## src/rtl/vcxo_pwm_dac.sv

```systemverilog
// PWM / first-order sigma-delta DAC driving a VCXO loop filter from a signed
// correction word, with a per-period slew limit on the active duty.
module vcxo_pwm_dac #(
    parameter int WIDTH      = 16,
    parameter int PERIOD_MAX = 65499,
    parameter int SLEW_STEP  = 64
) (
    input  logic             pwm_clk_in,
    input  logic             reset_n_in,
    input  logic             enable,
    input  logic [WIDTH-1:0] VCXO_correction,
    input  logic             correction_valid,
    input  logic             mode,
    output logic             pump,
    output logic             period_start,
    output logic [WIDTH:0]   active_duty,
    output logic             saturated
);

    localparam int P_INT      = PERIOD_MAX + 1;
    localparam int OFFSET_INT = P_INT / 2;

    localparam logic [WIDTH-1:0]        CNT_MAX  = WIDTH'(PERIOD_MAX);
    localparam logic [WIDTH:0]          P_U      = (WIDTH+1)'(P_INT);
    localparam logic [WIDTH:0]          OFFSET_U = (WIDTH+1)'(OFFSET_INT);
    localparam logic [WIDTH:0]          STEP_U   = (WIDTH+1)'(SLEW_STEP);
    localparam logic signed [WIDTH+1:0] P_S      = (WIDTH+2)'(P_INT);
    localparam logic signed [WIDTH+1:0] OFFSET_S = (WIDTH+2)'(OFFSET_INT);

    logic [WIDTH-1:0] cnt_reg, cnt_next;
    logic [WIDTH+1:0] acc_reg, acc_next;
    logic [WIDTH-1:0] pending_reg, pending_next;
    logic [WIDTH:0]   duty_reg, duty_next;
    logic             sat_reg, sat_next;
    logic             mode_reg, mode_next;
    logic             pump_reg, pump_next;

    logic                    wrap;
    logic [WIDTH-1:0]        pend_eff;
    logic signed [WIDTH+1:0] target_raw;
    logic [WIDTH:0]          target_u;
    logic                    clamp_hit;
    logic [WIDTH:0]          slewed;
    logic [WIDTH+1:0]        sd_sum;

    // A strobe coinciding with the target computation is used immediately.
    always_comb begin
        wrap       = (cnt_reg == CNT_MAX);
        pend_eff   = correction_valid ? VCXO_correction : pending_reg;
        target_raw = $signed({{2{pend_eff[WIDTH-1]}}, pend_eff}) + OFFSET_S;

        target_u  = target_raw[WIDTH:0];
        clamp_hit = 1'b0;
        if (target_raw[WIDTH+1]) begin
            target_u  = '0;
            clamp_hit = 1'b1;
        end else if (target_raw > P_S) begin
            target_u  = P_U;
            clamp_hit = 1'b1;
        end

        if (target_u > duty_reg)
            slewed = ((target_u - duty_reg) <= STEP_U) ? target_u : duty_reg + STEP_U;
        else
            slewed = ((duty_reg - target_u) <= STEP_U) ? target_u : duty_reg - STEP_U;

        sd_sum = acc_reg + {1'b0, duty_reg};
    end

    always_comb begin
        cnt_next     = cnt_reg;
        acc_next     = acc_reg;
        duty_next    = duty_reg;
        sat_next     = sat_reg;
        mode_next    = mode_reg;
        pump_next    = 1'b0;
        pending_next = correction_valid ? VCXO_correction : pending_reg;

        if (enable) begin
            cnt_next = wrap ? '0 : cnt_reg + 1'b1;
            if (mode_reg) begin
                if (sd_sum >= {1'b0, P_U}) begin
                    acc_next  = sd_sum - {1'b0, P_U};
                    pump_next = 1'b1;
                end else begin
                    acc_next  = sd_sum;
                    pump_next = 1'b0;
                end
            end else begin
                // Accumulator parked at zero so sigma-delta starts clean.
                acc_next  = '0;
                pump_next = ({1'b0, cnt_reg} < duty_reg);
            end
            if (wrap) begin
                duty_next = slewed;
                sat_next  = clamp_hit;
                mode_next = mode;
            end
        end else begin
            cnt_next = '0;
            acc_next = '0;
        end
    end

    always_ff @(posedge pwm_clk_in) begin
        if (!reset_n_in) begin
            cnt_reg     <= '0;
            acc_reg     <= '0;
            pending_reg <= '0;
            duty_reg    <= OFFSET_U;
            sat_reg     <= 1'b0;
            mode_reg    <= 1'b0;
            pump_reg    <= 1'b0;
        end else begin
            cnt_reg     <= cnt_next;
            acc_reg     <= acc_next;
            pending_reg <= pending_next;
            duty_reg    <= duty_next;
            sat_reg     <= sat_next;
            mode_reg    <= mode_next;
            pump_reg    <= pump_next;
        end
    end

    assign pump         = pump_reg;
    assign active_duty  = duty_reg;
    assign saturated    = sat_reg;
    assign period_start = enable && reset_n_in && (cnt_reg == '0);

endmodule

```

## config.mk

```make
export PLATFORM = sky130hd
export DESIGN_NAME = vcxo_pwm_dac
export DESIGN_NICKNAME = d
export VERILOG_FILES = /design/src/rtl/vcxo_pwm_dac.sv
export SDC_FILE = /design/constraint.sdc
export NUM_CORES = 1
export LEC_CHECK = 0
export CAP_MARGIN = 20
export CORE_MARGIN = 1.5
export CORE_UTILIZATION = 40
export CTS_BUF_LIST = sky130_fd_sc_hd__clkbuf_8
export CTS_CLUSTER_SIZE = 40
export DETAILED_ROUTE_END_ITERATION = 10
export PLACE_DENSITY = 0.54
export SETUP_SLACK_MARGIN = 0.4
export SLEW_MARGIN = 20
export SYNTH_ARGS = -nofsm -noshare
export SYNTH_HDL_FRONTEND = slang
export SYNTH_SLANG_ARGS = --single-unit
```

## constraint.sdc

```tcl
create_clock -name pwm_clk_in -period 8.62 [get_ports pwm_clk_in]
set_input_delay 0.862 -clock pwm_clk_in [delete_from_list [all_inputs] [get_ports pwm_clk_in]]
set_output_delay 0.862 -clock pwm_clk_in [all_outputs]
set_load 0.02 [all_outputs]
```

* Word-level counts from Yosys, hierarchy flattened
Index checks and enable logic that the tools add are counted.
Storage, ports and cells: flip-flop bits (word level) 70, input port bits 21, output and inout bits 20
Cells by class: $add $sub $neg 8, $lt $le $gt $ge 6, eq/ne operators 1, mux-type cells 11, bitwise operators 2, reduce and logical (&&, ||, !) cells 7
Operator list (number):
- 2-to-1 mux 17 bit | 5
- <= comparator 17 x 7 -> 1 bit, second input constant | 2
- subtractor 17 bit | 2
- adder 18 x 17 -> 18 bit | 1
- greater-or-equal comparator 18 x 16 -> 1 bit, second input constant | 1
- 2-to-1 mux 18 bit | 1
- subtractor 18 x 16 -> 18 bit, second input constant | 1
- adder 16 x 16 -> 17 bit, second input constant | 1
- adder 17 x 7 -> 17 bit, second input constant | 1
- > comparator 17 bit | 1
- > comparator 17 bit, second input constant | 1
- < comparator 16 x 17 -> 1 bit | 1
- subtractor 17 x 7 -> 17 bit, second input constant | 1
- adder 16 x 1 -> 16 bit, second input constant | 1
- equality test 16 bit, second input constant | 1
- logical NOT 16 bit | 1
- 2-to-1 mux 16 bit | 1
- 2-to-1 mux 1 bit | 4
- AND reduction 2 bit | 2
- AND reduction 3 bit | 1
- OR reduction 3 bit | 1
- logical AND 1 bit | 2
- inverter 1 bit | 2

* Longest topological paths before layout
word-level depth 9, depth in mapped cells 29, depth with buffers taken out 23

* Least setup slack after synthesis
Ideal clock, no wire load.
kind input port to flip-flop, from input correction_valid, to register duty_reg[12], in the netlist active_duty[12], setup time 0.127 ns, data arrival time 6.389 ns, required time 8.493 ns, slack 2.104 ns, stages 27, cell sequence buf_2 -> buf_1 -> clkbuf_1 -> nand2_1 -> and2_1 -> ha_1 -> a21oi_1 -> nor2_1 -> xor2_1 -> nor4_1 -> nand4_1 -> and2_1 -> nand2_1 -> inv_1 -> ha_1 -> buf_2 -> a21oi_1 -> o21a_1 -> a31oi_1 -> or4_1 -> a32o_1 -> or4_4 -> o31ai_4 -> buf_6 -> buf_6 -> o221ai_2 -> or3_1
On the way: word-level cells in the longest chain between the ends 9
RTL lines:
- start: declaration | RTL line 12 | input logic correction_valid,
- 2-to-1 mux 16 bit *
- adder 16 x 16 -> 17 bit * | RTL line 50 | target_raw = $signed({{2{pend_eff[WIDTH-1]}}, pend_eff}) + OFFSET_S;
- > comparator 17 bit | RTL line 57 | end else if (target_raw > P_S) begin
- 2-to-1 mux 17 bit | RTL line 57
- 2-to-1 mux 17 bit * | RTL line 54 | if (target_raw[WIDTH+1]) begin
- subtractor 17 bit, on equally long branches | RTL line 65, 63
- <= comparator 17 x 7 -> 1 bit, on equally long branches | RTL line 65, 63
- 2-to-1 mux 17 bit, on equally long branches | RTL line 65, 63
- 2-to-1 mux 17 bit * | RTL line 62 | if (target_u > duty_reg)
- end signal: assignment | RTL line 118 | duty_reg <= duty_next;
- end: declaration | RTL line 33 | logic [WIDTH:0] duty_reg, duty_next;
Mark *: on every way between the ends. The rest lies on a longest branch, timed or not. A chain may end at the register's enable or synchronous reset.

* Worst setup path in the final report
Ends and elaborated chain as after synthesis.

==> run metrics <==
status=completed; Clock Sinks=70; total nets after synthesis=about 1,100; core area=between 15,000 and 20,000 um2; DR pass1 iterations=5; Tot Pwr=977 uW; GR Layer Usage met3=0.0278; Initial Util=0.412; Die Wd=around 140 um; cell count of the worst reg-to-reg path=21; layout cells sized above 1=0.0498; largest net degree at the start of global routing=26; routed vias=just over 7,000; Fmax=roughly 130 MHz; post-synthesis cell count=roughly 960; Ys Warns=0; Layout area overhead=11.4%; Post-DP HPWL=17.0 mm; Worst R2R Setup Slack=2320 ps; Peak supply drop=about 0.079 mV; Max-slew headroom=0.378; max reg flops=18; initial antenna violation count=0; Total Nets Final=about 1,100; Multi-input gate area=between 5000 and 6000 um2; global route overflow=0; Avg Inst Size Synth=about 7.5 um2; fin. max-slew vios=0; PD cells=122 nW/um2; IO Count=41; initial drt markers=approximately 650; leading area contributor after synthesis=dfxtp_1; met2 global-route usage=0.384; H-tree depth=3; final setup fails=0; setup bufs post-CTS=0; RePlAce Congestion=just under 0.9; Clock Latency Late Sink=around 380 ps; synthesis-stage register bit count=70; sequential fraction of the synthesis area=0.195; DRT Wirelength=21.8 mm; Arr. time, crit path=between 7000 and 8000 ps; die height=137 um; critical path type=input pin to flop; n_diodes=0; Max clock buf depth=2; remaining antenna violation count=0; DRC=0; clk slew on worst S/H paths=roughly 90 ps; Fill cells=~1,800; period utilization=0.877; Synth Cell Area=between 7000 and 8000 um2; Crit Reg-Reg Startpoint=pending_reg[6]; first-pass GRT wire length=approximately 35 mm; CTS buffer count=9; Rows=48; minimum clock period=about 7600 ps; RSZ-0062 raised after global routing=false; endpoints failing hold=0; setup_tns=0 ps; Reg2Reg Capture Point=active_duty[12]; vias in the first global route=around 6,500; die footprint=~19,000 um2; Clock Skews=12.1 ps; CP required=8950 ps; grt peak-use layer=met2; Post-synth EDFFs=0; Crit. End Element=flop; detailed-route wire length per cell=18.1 um; Lkg Pwr=~0.0035 uW; top_reg_cell synth=dfxtp_1; Worst Setup Start Kind=input pin; gr usage total=0.236; HP Class=flop to flop; Root Driver=clkbuf_8; GRT met1 Usage=0.332; Netlist cell types=86; fraction of registers with async set/reset=0; Synth area leaders=dfxtp_1, ha_1, nor2_1; CP startpoint=correction_valid; area taken by flip-flops and latches=approximately 1400 um2; CP Capture Point=active_duty[12]; Max-cap violations=0; placed cells=about 1,200; maximum fanout along the worst path=17; DR vias/cell=between 5 and 6; Synth top area share=0.195; Worst Max-Slew Pin Slew=about 930 ps; port bufs=40; TritonCTS clock tree=done; Layout Cells excl Fill=1,208
layout make-up:
| class | count | share of cell area |
|---|---|---|
| repair buffers | 46 | 0.0557 |
| clock buffers | 10 | 0.0172 |
| multi-input cells | 798 | 0.677 |
| well taps | 225 | 0.0352 |
| inverters | 53 | 0.0249 |
| flip-flops and latches | 70 | 0.175 |
| clock inverters | 6 | 0.0145 |
layer usage:
metal / vias to the layer above / part of all wire
met5: - / 0
met4: 0 / 0.010
met3: 27 / 0.042
met2: 177 / 0.45
met1: 3296 / 0.49
li1: 3568 / -
how the worst min path moves through the flow:
stage / to / slack (ps) / start / cells past startpoint
after global routing: mode_reg / 530 / mode_reg / 2
after floorplan: cnt_reg[0] / 440 / cnt_reg[0] / 1
after global placement: mode_reg / 480 / mode_reg / 2
after detailed placement: mode_reg / 480 / mode_reg / 2
after CTS: mode_reg / 500 / mode_reg / 2
final: mode_reg / 490 / mode_reg / 2
cell usage in the layout, fill, tap and decap left out, drive strengths merged, types with 8 or more instances in the layout:
cell,netlist,layout
and3,11,11
xnor2,46,46
dfxtp,70,70
a31oi,9,9
ha,72,72
o21a,10,10
nand2,69,69
o211ai,17,17
or3,14,14
nand2b,12,12
clkdlybuf4s50,0,40
nor3,26,26
mux2i,18,18
nand4,17,17
o221ai,8,8
nor2b,12,12
nor2,110,110
o21ai,49,49
a211oi,8,8
nand3,42,42
and2,13,13
a21o,21,21
xor2,22,22
inv,53,54
nor4,19,19
a21oi,68,68
clkbuf,24,10
power by group:
group | switching, uW | leakage (uW) | internal, uW | total [uW]
sequential | 2.94 | 0.000568 | 328 | 331
clock | 148 | 0.000127 | 202 | 350
combinational | 185 | 0.00277 | 111 | 296
through the flow:
step / util / worst slack, ps / hold slack, ps / cell area, um2
2_1_floorplan: - / 2100 / 444 / 7180
3_3_place_gp: 0.444 / 720 / 480 / 7740
3_5_place_dp: 0.444 / 605 / 482 / 7740
4_1_cts: 0.459 / 963 / 500 / 8000
5_1_grt: 0.459 / 466 / 527 / 8000
6_report: 0.459 / 1060 / 495 / 8000
worst max-delay path, stage by stage:
cell and delay [ps]:
clkdlybuf4s50_1 730, buf_4 370, or3_1 410, a222oi_1 700, nand2_1 200, o21a_1 220
a31oi_1 260, inv_2 120, nand4_1 160, and2_1 200, nand2_1 120, inv_1 80
ha_1 340, a21oi_1 250, o21a_1 180, a31oi_1 150, or4_1 430, a32o_1 250
or4_4 530, o31ai_4 410, nand3_1 490, o221ai_2 310, or3_1 120
cell families (layout without fill, tap and decap cells):
kind of cell    Yosys count  after routing  share of synthesized area
buf+inv                  90            115                     0.0507
xor+xnor                 68             68                     0.0830
simple gates            380            380                      0.268
flops                    70             70                      0.195
fa+ha+maj                73             73                      0.128
compound gates          257            257                      0.246
mux                      20             20                     0.0282
cell usage after synthesis, types with 5 or more instances:
cell type	number
nand2b_1	12
nand3_1	42
o21a_1	10
a211oi_1	8
a21o_1	21
inv_1	52
nor2b_1	12
a21oi_1	66
ha_1	72
o211ai_1	17
o21bai_1	6
nor2_1	110
or3_1	14
xnor2_1	46
nand4_1	17
mux2i_1	18
o221ai_1	7
dfxtp_1	70
and2_1	13
nor4_1	18
and3_1	11
nand2_1	69
buf_2	9
nor3_1	25
a31oi_1	9
o21ai_1	12
o21ai_0	37
or2_2	5
clkbuf_1	24
nor3b_1	5
xor2_1	22
repair_timing:
action                     4_1_cts  5_1_grt
gates resized for setup          0        1
hold buffers                     0        0
setup endpoints to repair        0        8
(Power assumes the default switching activity.)
